<file path="config.mk">
export PLATFORM = sky130hd
export DESIGN_NAME = controller_modulo_flat
export DESIGN_NICKNAME = d
export VERILOG_FILES = /design/src/rtl/controller_modulo_if.sv /design/src/rtl/controller_modulo.sv /design/src/flat_wrapper.sv
export SDC_FILE = /design/constraint.sdc
export NUM_CORES = 1
export LEC_CHECK = 0
export CAP_MARGIN = 40
export CORE_AREA = 3 3 59 61
export DETAILED_ROUTE_END_ITERATION = 7
export DIE_AREA = 0 0 62 64
export PLACE_DENSITY = 0.7
export SLEW_MARGIN = 5
export SYNTH_ARGS = -nofsm -noshare
export SYNTH_HDL_FRONTEND = slang
export SYNTH_SLANG_ARGS = --single-unit
</file>
<file path="constraint.sdc">
create_clock -name clk -period 4.19 [get_ports clk]
set_input_delay 0.419 -clock clk [delete_from_list [all_inputs] [get_ports clk]]
set_output_delay 0.419 -clock clk [all_outputs]
set_load 0.05 [all_outputs]
</file>
<file path="src/rtl/controller_modulo_if.sv">
// Control bus between the modulo sequencer and its datapath / requester.
// Handshake: start_i is a level request that the controller samples only
// while idle; done_o (with err_o) is a single-cycle completion pulse, and
// busy_o is high from the cycle after start_i is accepted until the cycle
// after done_o. There is no back-pressure: no request is queued while busy.
interface controller_modulo_if;
  logic       start_i;
  logic       valid_i;
  logic [2:0] alu_mode_o;
  logic       wren_update_Zahlen_o;
  logic       wren_Zahl1_to_erg_o;
  logic       wren_res_to_erg_o;
  logic       wren_term_erg_o;
  logic       erg_to_alu_a_o;
  logic       Zahl2_to_alu_b_o;
  logic       check_for_termination_o;
  logic       busy_o;
  logic       done_o;
  logic       err_o;
  logic [3:0] state_o;

  // Controller side
  modport slave (
    input  start_i, valid_i,
    output alu_mode_o, wren_update_Zahlen_o, wren_Zahl1_to_erg_o,
           wren_res_to_erg_o, wren_term_erg_o, erg_to_alu_a_o,
           Zahl2_to_alu_b_o, check_for_termination_o, busy_o, done_o,
           err_o, state_o
  );

  // Requester / datapath side
  modport master (
    output start_i, valid_i,
    input  alu_mode_o, wren_update_Zahlen_o, wren_Zahl1_to_erg_o,
           wren_res_to_erg_o, wren_term_erg_o, erg_to_alu_a_o,
           Zahl2_to_alu_b_o, check_for_termination_o, busy_o, done_o,
           err_o, state_o
  );
endinterface

</file>
<file path="src/rtl/controller_modulo.sv">
// Sequencer for a subtract-until-less-than modulo datapath.
// Flow: LOAD operands, copy Zahl1 into the result, then loop
// {compare erg<Zahl2, write termination bit, check, subtract, write back}
// until the datapath reports termination or the iteration limit is hit.
// Outputs are a pure decode of the current state (Moore), so after a reset
// edge every output is 0. state_o exposes the FSM encoding for debug.
module controller_modulo #(
  parameter int unsigned ALU_LAT  = 2,
  parameter logic [15:0] MAX_ITER = 16'hFFFF
) (
  input logic               clk,
  input logic               rst_ni,
  controller_modulo_if.slave bus
);

  typedef enum logic [3:0] {
    S_IDLE    = 4'd0,
    S_LOAD    = 4'd1,
    S_INIT    = 4'd2,
    S_CMP     = 4'd3,
    S_TERM_WB = 4'd4,
    S_CHECK   = 4'd5,
    S_SUB     = 4'd6,
    S_SUB_WB  = 4'd7,
    S_DONE    = 4'd8
  } state_e;

  localparam logic [2:0] ALU_OP_NOP = 3'd0;
  localparam logic [2:0] ALU_OP_SUB = 3'd1;
  localparam logic [2:0] ALU_OP_LT  = 3'd2;

  // Last wait-counter value of a CMP/SUB phase (ALU_LAT cycles long).
  localparam logic [2:0] LAT_LAST  = 3'(ALU_LAT - 1);
  // LOAD lasts two cycles so the datapath input register is covered.
  localparam logic [2:0] LOAD_LAST = 3'd1;

  state_e      state_q, state_d;
  logic [2:0]  wait_q, wait_d;
  logic [15:0] iter_q, iter_d;
  logic        err_q, err_d;

  logic [2:0]  alu_mode;
  logic        wren_update_zahlen;
  logic        wren_zahl1_to_erg;
  logic        wren_res_to_erg;
  logic        wren_term_erg;
  logic        erg_to_alu_a;
  logic        zahl2_to_alu_b;
  logic        check_for_termination;
  logic        done;
  logic        err;

  // State, wait counter, iteration counter and error flag registers.
  always_ff @(posedge clk) begin
    if (!rst_ni) begin
      state_q <= S_IDLE;
      wait_q  <= 3'd0;
      iter_q  <= 16'd0;
      err_q   <= 1'b0;
    end else begin
      state_q <= state_d;
      wait_q  <= wait_d;
      iter_q  <= iter_d;
      err_q   <= err_d;
    end
  end

  // Next-state logic and per-state output decode.
  always_comb begin
    state_d               = state_q;
    wait_d                = wait_q;
    iter_d                = iter_q;
    err_d                 = err_q;
    alu_mode              = ALU_OP_NOP;
    wren_update_zahlen    = 1'b0;
    wren_zahl1_to_erg     = 1'b0;
    wren_res_to_erg       = 1'b0;
    wren_term_erg         = 1'b0;
    erg_to_alu_a          = 1'b0;
    zahl2_to_alu_b        = 1'b0;
    check_for_termination = 1'b0;
    done                  = 1'b0;
    err                   = 1'b0;

    unique case (state_q)
      S_IDLE: begin
        if (bus.start_i) begin
          state_d = S_LOAD;
          wait_d  = 3'd0;
          iter_d  = 16'd0;
          err_d   = 1'b0;
        end
      end

      S_LOAD: begin
        wren_update_zahlen = 1'b1;
        if (wait_q == LOAD_LAST) begin
          wait_d  = 3'd0;
          state_d = S_INIT;
        end else begin
          wait_d = wait_q + 3'd1;
        end
      end

      S_INIT: begin
        wren_zahl1_to_erg = 1'b1;
        wait_d            = 3'd0;
        state_d           = S_CMP;
      end

      S_CMP: begin
        alu_mode       = ALU_OP_LT;
        erg_to_alu_a   = 1'b1;
        zahl2_to_alu_b = 1'b1;
        if (wait_q == LAT_LAST) begin
          wait_d  = 3'd0;
          state_d = S_TERM_WB;
        end else begin
          wait_d = wait_q + 3'd1;
        end
      end

      S_TERM_WB: begin
        alu_mode       = ALU_OP_LT;
        erg_to_alu_a   = 1'b1;
        zahl2_to_alu_b = 1'b1;
        wren_term_erg  = 1'b1;
        state_d        = S_CHECK;
      end

      S_CHECK: begin
        check_for_termination = 1'b1;
        wait_d                = 3'd0;
        if (bus.valid_i) begin
          state_d = S_DONE;
        end else if (iter_q == MAX_ITER) begin
          err_d   = 1'b1;
          state_d = S_DONE;
        end else begin
          state_d = S_SUB;
        end
      end

      S_SUB: begin
        alu_mode       = ALU_OP_SUB;
        erg_to_alu_a   = 1'b1;
        zahl2_to_alu_b = 1'b1;
        if (wait_q == LAT_LAST) begin
          wait_d  = 3'd0;
          state_d = S_SUB_WB;
        end else begin
          wait_d = wait_q + 3'd1;
        end
      end

      S_SUB_WB: begin
        alu_mode        = ALU_OP_SUB;
        erg_to_alu_a    = 1'b1;
        zahl2_to_alu_b  = 1'b1;
        wren_res_to_erg = 1'b1;
        // Saturate: the counter must never wrap back below MAX_ITER.
        if (iter_q != 16'hFFFF) begin
          iter_d = iter_q + 16'd1;
        end
        wait_d  = 3'd0;
        state_d = S_CMP;
      end

      S_DONE: begin
        done    = 1'b1;
        err     = err_q;
        state_d = S_IDLE;
      end

      default: begin
        state_d = S_IDLE;
        wait_d  = 3'd0;
        iter_d  = 16'd0;
        err_d   = 1'b0;
      end
    endcase
  end

  assign bus.alu_mode_o              = alu_mode;
  assign bus.wren_update_Zahlen_o    = wren_update_zahlen;
  assign bus.wren_Zahl1_to_erg_o     = wren_zahl1_to_erg;
  assign bus.wren_res_to_erg_o       = wren_res_to_erg;
  assign bus.wren_term_erg_o         = wren_term_erg;
  assign bus.erg_to_alu_a_o          = erg_to_alu_a;
  assign bus.Zahl2_to_alu_b_o        = zahl2_to_alu_b;
  assign bus.check_for_termination_o = check_for_termination;
  assign bus.busy_o                  = (state_q != S_IDLE);
  assign bus.done_o                  = done;
  assign bus.err_o                   = err;
  assign bus.state_o                 = state_q;

endmodule

</file>
<file path="src/flat_wrapper.sv">
// flat-port wrapper written by rule: the top's interface ports become plain ports
module controller_modulo_flat 
#(
  parameter int unsigned ALU_LAT  = 2,
  parameter logic [15:0] MAX_ITER = 16'hFFFF
)
  (clk, rst_ni, bus_start_i, bus_valid_i, bus_alu_mode_o, bus_wren_update_Zahlen_o, bus_wren_Zahl1_to_erg_o, bus_wren_res_to_erg_o, bus_wren_term_erg_o, bus_erg_to_alu_a_o, bus_Zahl2_to_alu_b_o, bus_check_for_termination_o, bus_busy_o, bus_done_o, bus_err_o, bus_state_o);
  controller_modulo_if bus_i ();
  input logic clk;
  input logic rst_ni;
  input wire logic [$bits(bus_i.start_i)-1:0] bus_start_i;
  input wire logic [$bits(bus_i.valid_i)-1:0] bus_valid_i;
  output wire logic [$bits(bus_i.alu_mode_o)-1:0] bus_alu_mode_o;
  output wire logic [$bits(bus_i.wren_update_Zahlen_o)-1:0] bus_wren_update_Zahlen_o;
  output wire logic [$bits(bus_i.wren_Zahl1_to_erg_o)-1:0] bus_wren_Zahl1_to_erg_o;
  output wire logic [$bits(bus_i.wren_res_to_erg_o)-1:0] bus_wren_res_to_erg_o;
  output wire logic [$bits(bus_i.wren_term_erg_o)-1:0] bus_wren_term_erg_o;
  output wire logic [$bits(bus_i.erg_to_alu_a_o)-1:0] bus_erg_to_alu_a_o;
  output wire logic [$bits(bus_i.Zahl2_to_alu_b_o)-1:0] bus_Zahl2_to_alu_b_o;
  output wire logic [$bits(bus_i.check_for_termination_o)-1:0] bus_check_for_termination_o;
  output wire logic [$bits(bus_i.busy_o)-1:0] bus_busy_o;
  output wire logic [$bits(bus_i.done_o)-1:0] bus_done_o;
  output wire logic [$bits(bus_i.err_o)-1:0] bus_err_o;
  output wire logic [$bits(bus_i.state_o)-1:0] bus_state_o;
  assign bus_i.start_i = bus_start_i;
  assign bus_i.valid_i = bus_valid_i;
  assign bus_alu_mode_o = bus_i.alu_mode_o;
  assign bus_wren_update_Zahlen_o = bus_i.wren_update_Zahlen_o;
  assign bus_wren_Zahl1_to_erg_o = bus_i.wren_Zahl1_to_erg_o;
  assign bus_wren_res_to_erg_o = bus_i.wren_res_to_erg_o;
  assign bus_wren_term_erg_o = bus_i.wren_term_erg_o;
  assign bus_erg_to_alu_a_o = bus_i.erg_to_alu_a_o;
  assign bus_Zahl2_to_alu_b_o = bus_i.Zahl2_to_alu_b_o;
  assign bus_check_for_termination_o = bus_i.check_for_termination_o;
  assign bus_busy_o = bus_i.busy_o;
  assign bus_done_o = bus_i.done_o;
  assign bus_err_o = bus_i.err_o;
  assign bus_state_o = bus_i.state_o;
  controller_modulo #(.ALU_LAT(ALU_LAT), .MAX_ITER(MAX_ITER)) u_core (.clk(clk), .rst_ni(rst_ni), .bus(bus_i));
endmodule
</file>
==> impl.org <==
** STA
- Across all setup checks in the final design, the least slack found is ~0.95 ns.
- Worst clock skew on the final layout :: roughly 0.012 ns
- Tightest Pin Transition :: ~0.9 ns
- Setup total negative slack on the finished layout was measured at 0 ns.
- The final count of hold timing violations was 0.
- RSZ-0062 raised after global routing :: false
- After layout, the minimum clock period comes to 3.24 ns.
- Static timing analysis puts the maximum clock frequency at 308 MHz.
- Slew headroom :: between 40% and 50%
- The final critical path takes up between 70 and 80% of the cycle.
- Final setup violation count :: 0
- The number of pins with negative max-slew slack in the final report came to 0.

** Yosys
- Mapped Nets :: about 190
- Top-area cell type share of the netlist area :: a little under a third
- Most common library cells after synthesis :: 29 x nor2_1, 24 x dfxtp_1, 11 x a21oi_1
- Gate Count Post-Synth :: around 190
- Counting flops and latches in the post-synthesis netlist gives 24.
- Post-synth design cell area :: between 1500 and 2000 um^2
- Warning count from the yosys run :: 0
- For this run, the register share of the synthesized area comes to between 30% and 40%.
- Biggest area consumer among synthesized cells :: dfxtp_1
- Unique cell type count in the Yosys netlist :: approximately 50
- Library cell with the highest instance count after synthesis :: nor2_1
- Yosys mapped a number of flops with a built-in enable equal to 0.
- In the synthesized netlist the dominant register cell turns out to be dfxtp_1.
- Leading cell types by total area after synthesis :: dfxtp_1 31%, nor2_1 7.1%, xnor2_1 5.2%
- Post-Synthesis Mean Instance Area :: approximately 8 um^2
- After synthesis, the share of flip-flops with an asynchronous set or reset is 0%.

** Layout
- Compared with the post-synthesis result, the final layout area differs by 14.6%.
- Layout filler cell count :: around 300
- Core occupancy in the finished layout :: just under 60%
- Post-route cell area :: approximately 1800 um^2
- Sequential cell area in the final layout :: 480 um^2
- Nets :: approximately 200
- Of the cells placed in the final design, the portion with a size suffix greater than 1 is roughly 7%.
- The multi-input combinational cells in the finished layout cover a total of approximately 950 um^2.
- The repair_antennas step left the layout with diodes totalling 0.

** GRT
- Remaining Overflow, GRT :: 0
- Entering global routing, the biggest net connects 26 pins.
- Wire length of the first global-routing pass :: approximately 5.3 mm
- Antenna violations before repair :: 0
- The number of global-route vias before repair is between 1000 and 1500.
- Global routing used around 17% of the available tracks across all layers.

** Hold path
- Worst min path class :: flop to flop
- The worst hold path begins at u_core.err_q.
- Number of cells traversed by the worst hold path :: 2
- End of the worst hold path :: u_core.err_q

** Floorplan
- Measured along the x axis, the die boundary spans slightly above 60 um.
- For this design the top-level I/O count stands at 21.
- The region available for standard cell placement spans around 3000 um^2.
- Total die area :: 3970 um^2
- Standard-cell row count :: 20
- Initial standard-cell utilization of the core :: between 50% and 60%
- Die extent in y :: between 60 and 70 um

** Setup path
- The slowest stage of the critical path belongs to the cell dfxtp_1.
- Biggest fanout along the worst timing path :: 25
- The worst setup path is launched from a flop.
- WP data arrival :: 2.82 ns
- Required arrival time at the worst endpoint :: about 3.8 ns
- Critical path start-end classification :: flop to primary output
- Cells traversed along the worst timing path :: nand4b_2 > inv_1 > clkdlybuf4s50_1
- Type of element capturing the critical path :: primary output
- In this design, the stage delay of the slowest critical-path cell is 0.92 ns.
- In this run the critical register-to-register path is launched from u_core.bus.state_o[0].
- The endpoint identified for the worst register-to-register timing path is u_core.iter_q[13].
- Measured in cells, the most critical reg-to-reg path has a length of 5.
- The setup check on the worst reg-to-reg path leaves a slack of around 1.9 ns.

** Placed design
- Summing all placed instances gives a cell area of 1700 um^2.
- Before CTS, the worst setup slack after placement is about 1.3 ns.
- The count of buffers added on input and output ports is 19.
- RePlAce Congestion :: approximately 0.80
- Summed over all nets, the half-perimeter wirelength after detailed placement is between 2 and 2.5 mm.

** Clock network
- Once the clock tree was built, the setup fixing pass inserted 0 buffers.
- The later pin in the worst-skew pair is clocked with a latency of about 0.32 ns.
- TritonCTS built the clock tree.
- For this design, the sink count on the clock tree is 24.
- Clock-pin slew was measured on the worst setup and hold paths at 0.12 ns.
- Number of hold buffers added after CTS :: 0
- Root buffer cell :: clkbuf_4
- The number of clock buffers added by TritonCTS is 3.
- H-tree depth reported by CTS :: 1
- The number of gates resized after CTS was 0.
- Buffer depth of the longest clock path :: 2

** Pwr
- Worst VDD drop :: around 0.33 mV
- Pwr/cell area :: about 420 nW/um^2
- Overall power of the completed layout :: 0.744 mW
- In this run the static leakage power is between 0.5 and 0.6 nW.

** Run
- Total of max-cap violations :: 0

** Outcome
- Result of the run :: finished, final reports clean

** Route
- Number of iterations in the first detailed-routing pass :: 4
- Average detailed-routed wire length per instance :: about 13 um
- Once detail routing completed, the nets flagged for antenna violations numbered 0.
- Dividing the detail-routed via count by the number of cells gives 5.63.
- DR vias :: roughly 1400
- Drt initial violations :: 70
- Residual DRC count :: 0
- After detailed routing, the total wire length is between 3 and 4 mm.
==> where the power goes <==
| group | leakage, nW | internal, mW | switching, mW |
|---|---|---|---|
| Combinational | 0.371 | 0.107 | 0.185 |
| Clock | 0.0279 | 0.0968 | 0.0712 |
| Sequential | 0.194 | 0.240 | 0.0443 |
| Total | 0.593 | 0.444 | 0.301 |
==> worst max-delay path, delay by kind of cell, from the launching register on <==
kind | cells | cell delay [ns]
buf+inv | 2 | 1.21
simple gates | 1 | 0.38
flops | 1 | 0.92
==> metal layers <==
layer	up-vias	global-route usage (%)	part of all wire (%)	wire length [um]
met5	-	0	0	0
met4	0	4.77	1.2	39
met3	5	2.42	4.2	133
met2	39	27.2	47	1500
met1	623	23.6	47	1500
li1	695	-	-	-
==> flip-flops by register name, summed over array words and instances, names as in the netlist <==
name / count
u_core.iter_q: 16
u_core.bus.state_o: 4
u_core.wait_q: 3
u_core.err_q: 1
==> cell families (layout without fill, tap and decap cells) <==
logic type | count (synthesis) | count (layout) | share of synthesized area (%)
adder cells (fa/ha/maj) | 1 | 1 | 0.818
buffers and inverters | 17 | 28 | 6.14
XOR/XNOR | 12 | 12 | 6.87
AND/OR/NAND/NOR | 93 | 93 | 34.9
multiplexers | 1 | 1 | 0.736
flip-flops | 24 | 24 | 31.4
other | 1 | 1 | 0.245
AO/OA/AOI/OAI | 38 | 38 | 18.9
==> cell type report <==
cell class / count / share of cell area, %
Inverter: 5 / 1.07
Timing Repair Buffer: 19 / 10.9
Sequential cell: 24 / 27.4
Clock inverter: 1 / 1.71
Multi-Input combinational cell: 146 / 54.5
Clock buffer: 3 / 1.29
Tap cell: 44 / 3.14
==> how the worst max path moves through the flow <==
stage / startpoint / end / slack (ns)
3_5_place_dp: u_core.bus.state_o[0] / bus_wren_res_to_erg_o / 1.34
2_1_floorplan: u_core.bus.state_o[3] / bus_err_o / 0.41
5_1_grt: u_core.bus.state_o[0] / bus_wren_res_to_erg_o / 0.78
6_report: u_core.bus.state_o[0] / bus_wren_res_to_erg_o / 0.95
3_3_place_gp: u_core.bus.state_o[0] / bus_wren_res_to_erg_o / 1.38
4_1_cts: u_core.bus.state_o[0] / bus_wren_res_to_erg_o / 0.96
==> per-stage QoR <==
step | hold WS, ns | cells
after floorplan | 0.421 | 187
after global placement | 0.435 | 238
after detailed placement | 0.460 | 238
after CTS | 0.477 | 242
after global routing | 0.526 | 242
final | 0.468 | 242
==> layout by cell type, fill, tap and decap left out, types with 3 or more instances in the layout <==
cell type        netlist  routed
nand2b_1               4       4
a211oi_1               3       3
inv_1                  5       5
nand2_1                9       9
a21oi_1               11      11
xnor2_1                9       9
clkbuf_4               0       3
nor2_1                29      29
xor2_1                 3       3
clkdlybuf4s50_1        0      19
nor3_1                 8       8
and2_1                 6       6
nand3_1                9       9
a31oi_1                3       3
dfxtp_1               24      24
nor4_1                 3       3
o21ai_0                6       6
and4_1                 4       4
nand4_1                3       3
Note: power is estimated with default switching activity, not from simulation.
